File: src/rtl/sync_fifo.sv
// Single-clock FIFO holding expected pixels; a pop at full makes room for a same-cycle push.
module sync_fifo #(
  parameter int unsigned WIDTH = 24,
  parameter int unsigned DEPTH = 16
) (
  input  logic             clk,
  input  logic             rst,
  input  logic             push,
  input  logic             pop,
  input  logic [WIDTH-1:0] din,
  output logic [WIDTH-1:0] rd_data_c,
  output logic             full,
  output logic             empty
);

  localparam int unsigned AW   = (DEPTH > 1) ? $clog2(DEPTH) : 1;
  localparam int unsigned CNTW = AW + 1;

  logic [WIDTH-1:0] mem [DEPTH];
  logic [AW-1:0]    wr_ptr;
  logic [AW-1:0]    rd_ptr;
  logic [CNTW-1:0]  count;
  logic [CNTW-1:0]  count_nxt;
  logic             do_push;
  logic             do_pop;

  assign do_pop    = pop && !empty;
  assign do_push   = push && (!full || do_pop);
  assign rd_data_c = mem[rd_ptr];

  always_comb begin
    count_nxt = count;
    if (do_push && !do_pop)      count_nxt = count + CNTW'(1);
    else if (do_pop && !do_push) count_nxt = count - CNTW'(1);
  end

  always_ff @(posedge clk) begin
    if (!rst) begin
      wr_ptr <= '0;
      rd_ptr <= '0;
      count  <= '0;
      full   <= 1'b0;
      empty  <= 1'b1;
    end else begin
      if (do_push) wr_ptr <= wr_ptr + AW'(1);
      if (do_pop)  rd_ptr <= rd_ptr + AW'(1);
      count <= count_nxt;
      full  <= (count_nxt == CNTW'(DEPTH));
      empty <= (count_nxt == '0);
    end
  end

  // Storage is not reset; the pointers define what is valid.
  always_ff @(posedge clk) begin
    if (do_push) mem[wr_ptr] <= din;
  end

endmodule

File: config.mk
export PLATFORM = sky130hd
export DESIGN_NAME = sync_fifo
export DESIGN_NICKNAME = d
export VERILOG_FILES = /design/src/rtl/sync_fifo.sv
export SDC_FILE = /design/constraint.sdc
export NUM_CORES = 1
export LEC_CHECK = 0
export CAP_MARGIN = 20
export CORE_MARGIN = 4
export CORE_UTILIZATION = 48
export DETAILED_ROUTE_END_ITERATION = 10
export PLACE_DENSITY_LB_ADDON = 0.08
export RECOVER_POWER = 25
export SYNTH_ARGS = -nofsm -noshare
export SYNTH_HDL_FRONTEND = slang
export SYNTH_SLANG_ARGS = --single-unit
export TNS_END_PERCENT = 10
File: constraint.sdc
create_clock -name clk -period 8.4 [get_ports clk]
set_clock_uncertainty 0.2 [all_clocks]
set_input_delay 1.26 -clock clk [delete_from_list [all_inputs] [get_ports clk]]
set_output_delay 1.26 -clock clk [all_outputs]
set_load 0.03 [all_outputs]
==> impl_results.md <==
* Status: complete, no violations
* Worst rel slew slack at 31.1%
* # port buffers at 53
* Fin crit period at 5.15 ns
* Top delay family on crit path: buffers and inverters
* Commonest non-fill, non-tap cells in the layout: edfxtp_1 (384), mux4_2 (120), clkbuf_16 (44), clkdlybuf4s50_1 (38), buf_4 (19)
* Mean Syn Cell Area at 23.8 um^2
* Met1 Use GR at 24.9%
* Clock Latency Late Sink at 0.53 ns
* Post-DR vias/cell at 5.87
* Power Dens Cells at 256 nW/um^2
* Clk sinks at 403
* GP Congestion at 0.715
* Cts repair resizes at 0
* Critical path's slowest cell: dfxtp_4
* Gate power share at 10.0%
* Layout cells sized above 1 at 26.9%
* First DRT Iteration DRCs at 399
* Largest net degree at the start of global routing at 73
* Int Pwr at 3580 uW
* Setup crit end kind: output port
* DRT Pass-1 Iters at 4
* Die ar. at 35,100 um^2
* Most used cell, CP: mux4_2
* Hold Crit Class: reg -> reg
* Cts bufs inserted at 43
* M2 GR Usage at 30.1%
* Post-Route WL at 30.8 mm
* P_sw at 979 uW
* CTS Hold Bufs at 0
* RSZ-0062 raised after global routing: no
* Worst Max-Slew Pin Slew at 1.03 ns
* Primary FF master, synth: edfxtp_1
* Gr usage total at 17.8%
* Layout Nets at 768
* Asr flop ratio synth at 0%
* Post-synth EDFFs at 384
* Critical path's largest stage delay at 0.79 ns
* Required @ worst endpoint at 6.94 ns
* Vias in the first global route at 7,445
* Largest family of logic cells by synthesized area: multiplexers
* First-pass GRT wire length at 46.7 mm
* Tot Pwr at 4560 uW
* Ant diodes at 0
* Setup crit start kind: flip-flop
* Antenna Nets Post-Route at 0
* Total global routing overflow at 0
* Initial Utilization at 48.8%
* Root buffer cell: clkbuf_16
* Library cells used by synthesis at 38
* Most common cell after layout, fill and taps aside: edfxtp_1
* Total negative slack at 0 ns
* Simple-gate portion of the synthesized area at 1.94%
* Crit Path Category: reg -> out
* Critical path cell sequence: buf_4 -> mux4_2 -> mux4_2 -> clkdlybuf4s50_1
* Max Freq at 194 MHz
* Compound-Gate Fraction of Synth Area at 0.495%
* Final period util at 61.3%
* Switching share of total power at 21.5%
* Lkg Pwr at 0.00552 uW
* CTS H-tree lvls at 2
* Yosys warning total at 0
* CTS tree: done
* Total of max-cap violations at 0
* GR Util met3 at 2.59%
* # rows at 65
* Die height at 187 um
* Xor-xnor portion of the synthesized cell area at 0.625%
* Die X at 187 um
* Hpwl dp at 16.4 mm
* Initial antenna violation count at 0
* VDD IR max at 0.173 mV
* Mux cell area share after synthesis at 17.7%
* CTS clk-pin slew, worst paths at 0.06 ns
* Flop pwr share at 49.9%
* Yosys reg bits at 403
* Final core utilization at 56.3%
* Crit path max fanout at 52
* Vias at 6,837
* Ports at 54
* CTS Buffer Depth at 3
* Remaining DRCs at 0
* Hold Vio Cnt, Final at 0
* Adder and majority gate portion of the synthesized area at 0.568%
* Post CTS Setup Buffer Count at 0
* Mapped Area at 15,400 um^2
* Buf/Inv on CP at 2
* Clk pwr share at 40.1%
* Setup slack at placement at 3.74 ns
* Final max-slew violation count at 0
* Syn_nets at 684
* GRT busiest layer: met2
* Post-route setup slack at 3.25 ns
* Final setup viols at 0
* Synth Instances at 649
* Area Overhead vs Synth at 15.5%
* WL/cell at 26.5 um
* Worst path arrival time at 3.69 ns
* Seq/Total Area, Yosys at 77.2%
* Core box area at 31,600 um^2
[flip-flops by register name, summed over array words and instances, names as in the netlist, named ones only]
register	count
mem	384
count	5
rd_ptr	4
wr_ptr	4
empty	1
full	1
[power groups by stage]
stage | clock, uW | sequential, uW | combinational (uW)
6_report | 1830 | 2280 | 455
5_1_grt | 1960 | 2280 | 489
4_1_cts | 1870 | 2280 | 467
3_5_place_dp | 0 | 2320 | 464
3_3_place_gp | 0 | 2320 | 456
2_1_floorplan | 0 | 2300 | 344
[stage by stage]
| step | cells | hold slack [ns] | cell area (um^2) |
|---|---|---|---|
| 3_3_place_gp | 1090 | 0.310 | 16400 |
| 3_5_place_dp | 1090 | 0.319 | 16400 |
| 2_1_floorplan | 649 | 0.263 | 15400 |
| 4_1_cts | 1164 | 0.329 | 17800 |
| 5_1_grt | 1164 | 0.353 | 17800 |
| 6_report | 1164 | 0.319 | 17800 |
[layout make-up]
type                    instances  area [um^2]
clock buffers                  51         1130
flip-flops and latches        403        11900
clock inverters                23          249
well taps                     402          503
multi-input cells             207         3300
repair buffers                 73          693
fillers                      2332        13800
inverters                       5         18.8
[metal layers]
metal	up-vias	part of all wire [%]
met3	43	4.5
met4	0	1.7
met2	145	50
met1	3718	43
li1	2931	-
met5	-	0
[cell usage after synthesis, drive strengths merged (2+ instances only)]
| cell | n | area share (%) |
|---|---|---|
| edfxtp | 384 | 75 |
| mux4 | 120 | 18 |
| buf | 19 | 0.93 |
| dfxtp | 19 | 2.5 |
| clkbuf | 15 | 0.37 |
| nor2 | 15 | 0.36 |
| and2 | 7 | 0.28 |
| and3 | 7 | 0.28 |
| ha | 7 | 0.57 |
| nand2 | 6 | 0.15 |
| xnor2 | 6 | 0.34 |
| a21oi | 5 | 0.16 |
| inv | 5 | 0.12 |
| xor2 | 5 | 0.28 |
| and4 | 4 | 0.23 |
| nor2b | 3 | 0.12 |
| mux2 | 2 | 0.15 |
| nand2b | 2 | 0.081 |
| nand3 | 2 | 0.065 |
| nand4 | 2 | 0.081 |
| nor3b | 2 | 0.097 |
[kinds of logic (layout without fill, tap and decap cells)]
family | Yosys count | after routing
AO/OA/AOI/OAI | 12 | 12
XOR/XNOR | 11 | 11
adder cells (fa/ha/maj) | 7 | 7
buffers and inverters | 39 | 152
flip-flops | 403 | 403
multiplexers | 123 | 123
AND/OR/NAND/NOR | 54 | 54
[worst reg2reg max path, cell delays in order, from the launching register on]
cell and delay, ns:
dfxtp_1 0.32, nand2b_1 0.29, a21boi_1 0.88, and3_1 0.78
buf_4 0.47
[final timing paths]
path / start / to / slack [ns] / depth (start not counted)
worst min-delay path: rd_ptr[1] / flip-flop / 0.32 / 2
worst max-delay path: flip-flop / rd_data_c[5] / 3.25 / 4
worst min register to register: rd_ptr[1] / flip-flop / 0.32 / 2
worst max register to register: empty / mem[9][11] / 5.11 / 4
Note: power is estimated with default switching activity, not from simulation.
==> edit: new RTL, same settings <==
`WIDTH`: 24 -> 20.
--- a/src/rtl/sync_fifo.sv
+++ b/src/rtl/sync_fifo.sv
@@ -2,3 +2,3 @@
 module sync_fifo #(
-  parameter int unsigned WIDTH = 24,
+  parameter int unsigned WIDTH = 20,
   parameter int unsigned DEPTH = 16
Ports: changed (resized din and rd_data_c); port bits go from 54 to 46. The function was not compared with the original's and may differ.
==> edit against the original RTL <==
Power fell by 18%; worst setup slack lost 0.31 ns; final area is 16% lower; sequential power shrank 16%; via count fell by 15%; highest routed layer is now met5; wire length fell by 15%; maximum frequency fell by 5.6%; clock power decreased by 19%; area after synthesis is 15% lower; sequential cell count shrank 64.
==> edit: results (changes against the original RTL) <==
DP HPWL: 13,100 µm (-20%)
TritonCTS Buffers: 37 (-14%)
Layout cells sized above 1: 26.1% (-0.80 points)
1st-pass router iterations: 5 (+1)
Worst slew margin: 33.3% (+2.2 points)
Initial antenna violation count: 1 (+1)
Via count: 5,819 (-15%)
PortBufs: 45 (-15%)
Met1 Track Usage GR: 26.0% (+1.1 points)
Met3 Usage GRT: 2.86% (+0.27 points)
Slowest stage delay, CP: 0.92 ns (+0.13 ns)
Worst hold path startpoint: count[4]
Mapped Nets: 593 (-13%)
WL/cell: 26.4 µm (-0.27%)
Routability congestion estimate: 0.819 (+15%)
Outcome: finished, final reports clean
Largest net degree at the start of global routing: 78 (+6.8%)
Number of global-route vias before repair: 6,157 (-17%)
GRT Util Overall: 17.9% (+0.14 points)
Worst slack, placed: 3.34 ns (-0.404 ns)
Sequential share of the synthesized area: 76.5% (-0.76 points)
Peak supply drop: 0.137 mV (-21%)
Most frequent cells after synthesis: edfxtp_1 (320), mux4_2 (96), dfxtp_1 (19)
Multi-input logic area: 2930 µm² (-11%)
Leak Pwr: 4.65 nW (-16%)
CP max FO: 41 (-21%)
## edit: cell count changes in the layout (fill, tap and decap cells not counted), sizes merged, moves of 4 or more
| cell | before | now |
|---|---|---|
| clkdlybuf4s50 | 38 | 34 |
| bufinv | 5 | 1 |
| dlygate4sd3 | 15 | 11 |
| a21oi | 5 | 1 |
| nor2 | 15 | 5 |
| edfxtp | 384 | 320 |
| mux4 | 120 | 100 |
| and2 | 7 | 13 |
| buf | 20 | 9 |
| xnor2 | 6 | 10 |
## edit: critical path: cells and delay by family, from the launching register on
family	cells	cell delay, ns
buffers and inverters	2	1.40
DFF	1	0.92
muxes	2	1.13
## edit: cell type report
type                            count  share of cell area (%)
Clock inverter                     19                   0.791
Inverter                            4                  0.0999
Tap cell                          341                    2.84
Multi-Input combinational cell    191                    19.5
Sequential cell                   339                    66.5
Timing Repair Buffer               54                    3.53
Clock buffer                       48                    6.72
## edit: cell families after synthesis
family	count (synthesis)	share of synthesized area, %
adders and majority gates	7	0.670
buffers and inverters	32	1.27
AOI/OAI and AO/OA	14	0.718
muxes	101	17.4
xor gates and xnor gates	12	0.804
and+or+nand+nor	57	2.65
DFF	339	76.5
## edit: path summary, 6_finish.rpt
kind | to | slack (ns) | cells past startpoint
setup / recovery | rd_data_c[9] | 2.94 | 4
hold / removal | count[4] | 0.31 | 2
setup reg to reg | mem[4][15] | 5.63 | 5
hold reg to reg | count[4] | 0.31 | 2
## edit: routing by layer
layer | up-vias | wire (µm)
met4 | 2 | 360
met3 | 31 | 1120
li1 | 2516 | -
met5 | - | 13
met2 | 146 | 13300
met1 | 3124 | 11500
## edit: through the flow
step | total power (W) | std cells
after floorplan | 0.00219 | 562
after global placement | 0.00230 | 928
after detailed placement | 0.00231 | 928
after CTS | 0.00380 | 995
after global routing | 0.00389 | 996
final | 0.00375 | 996
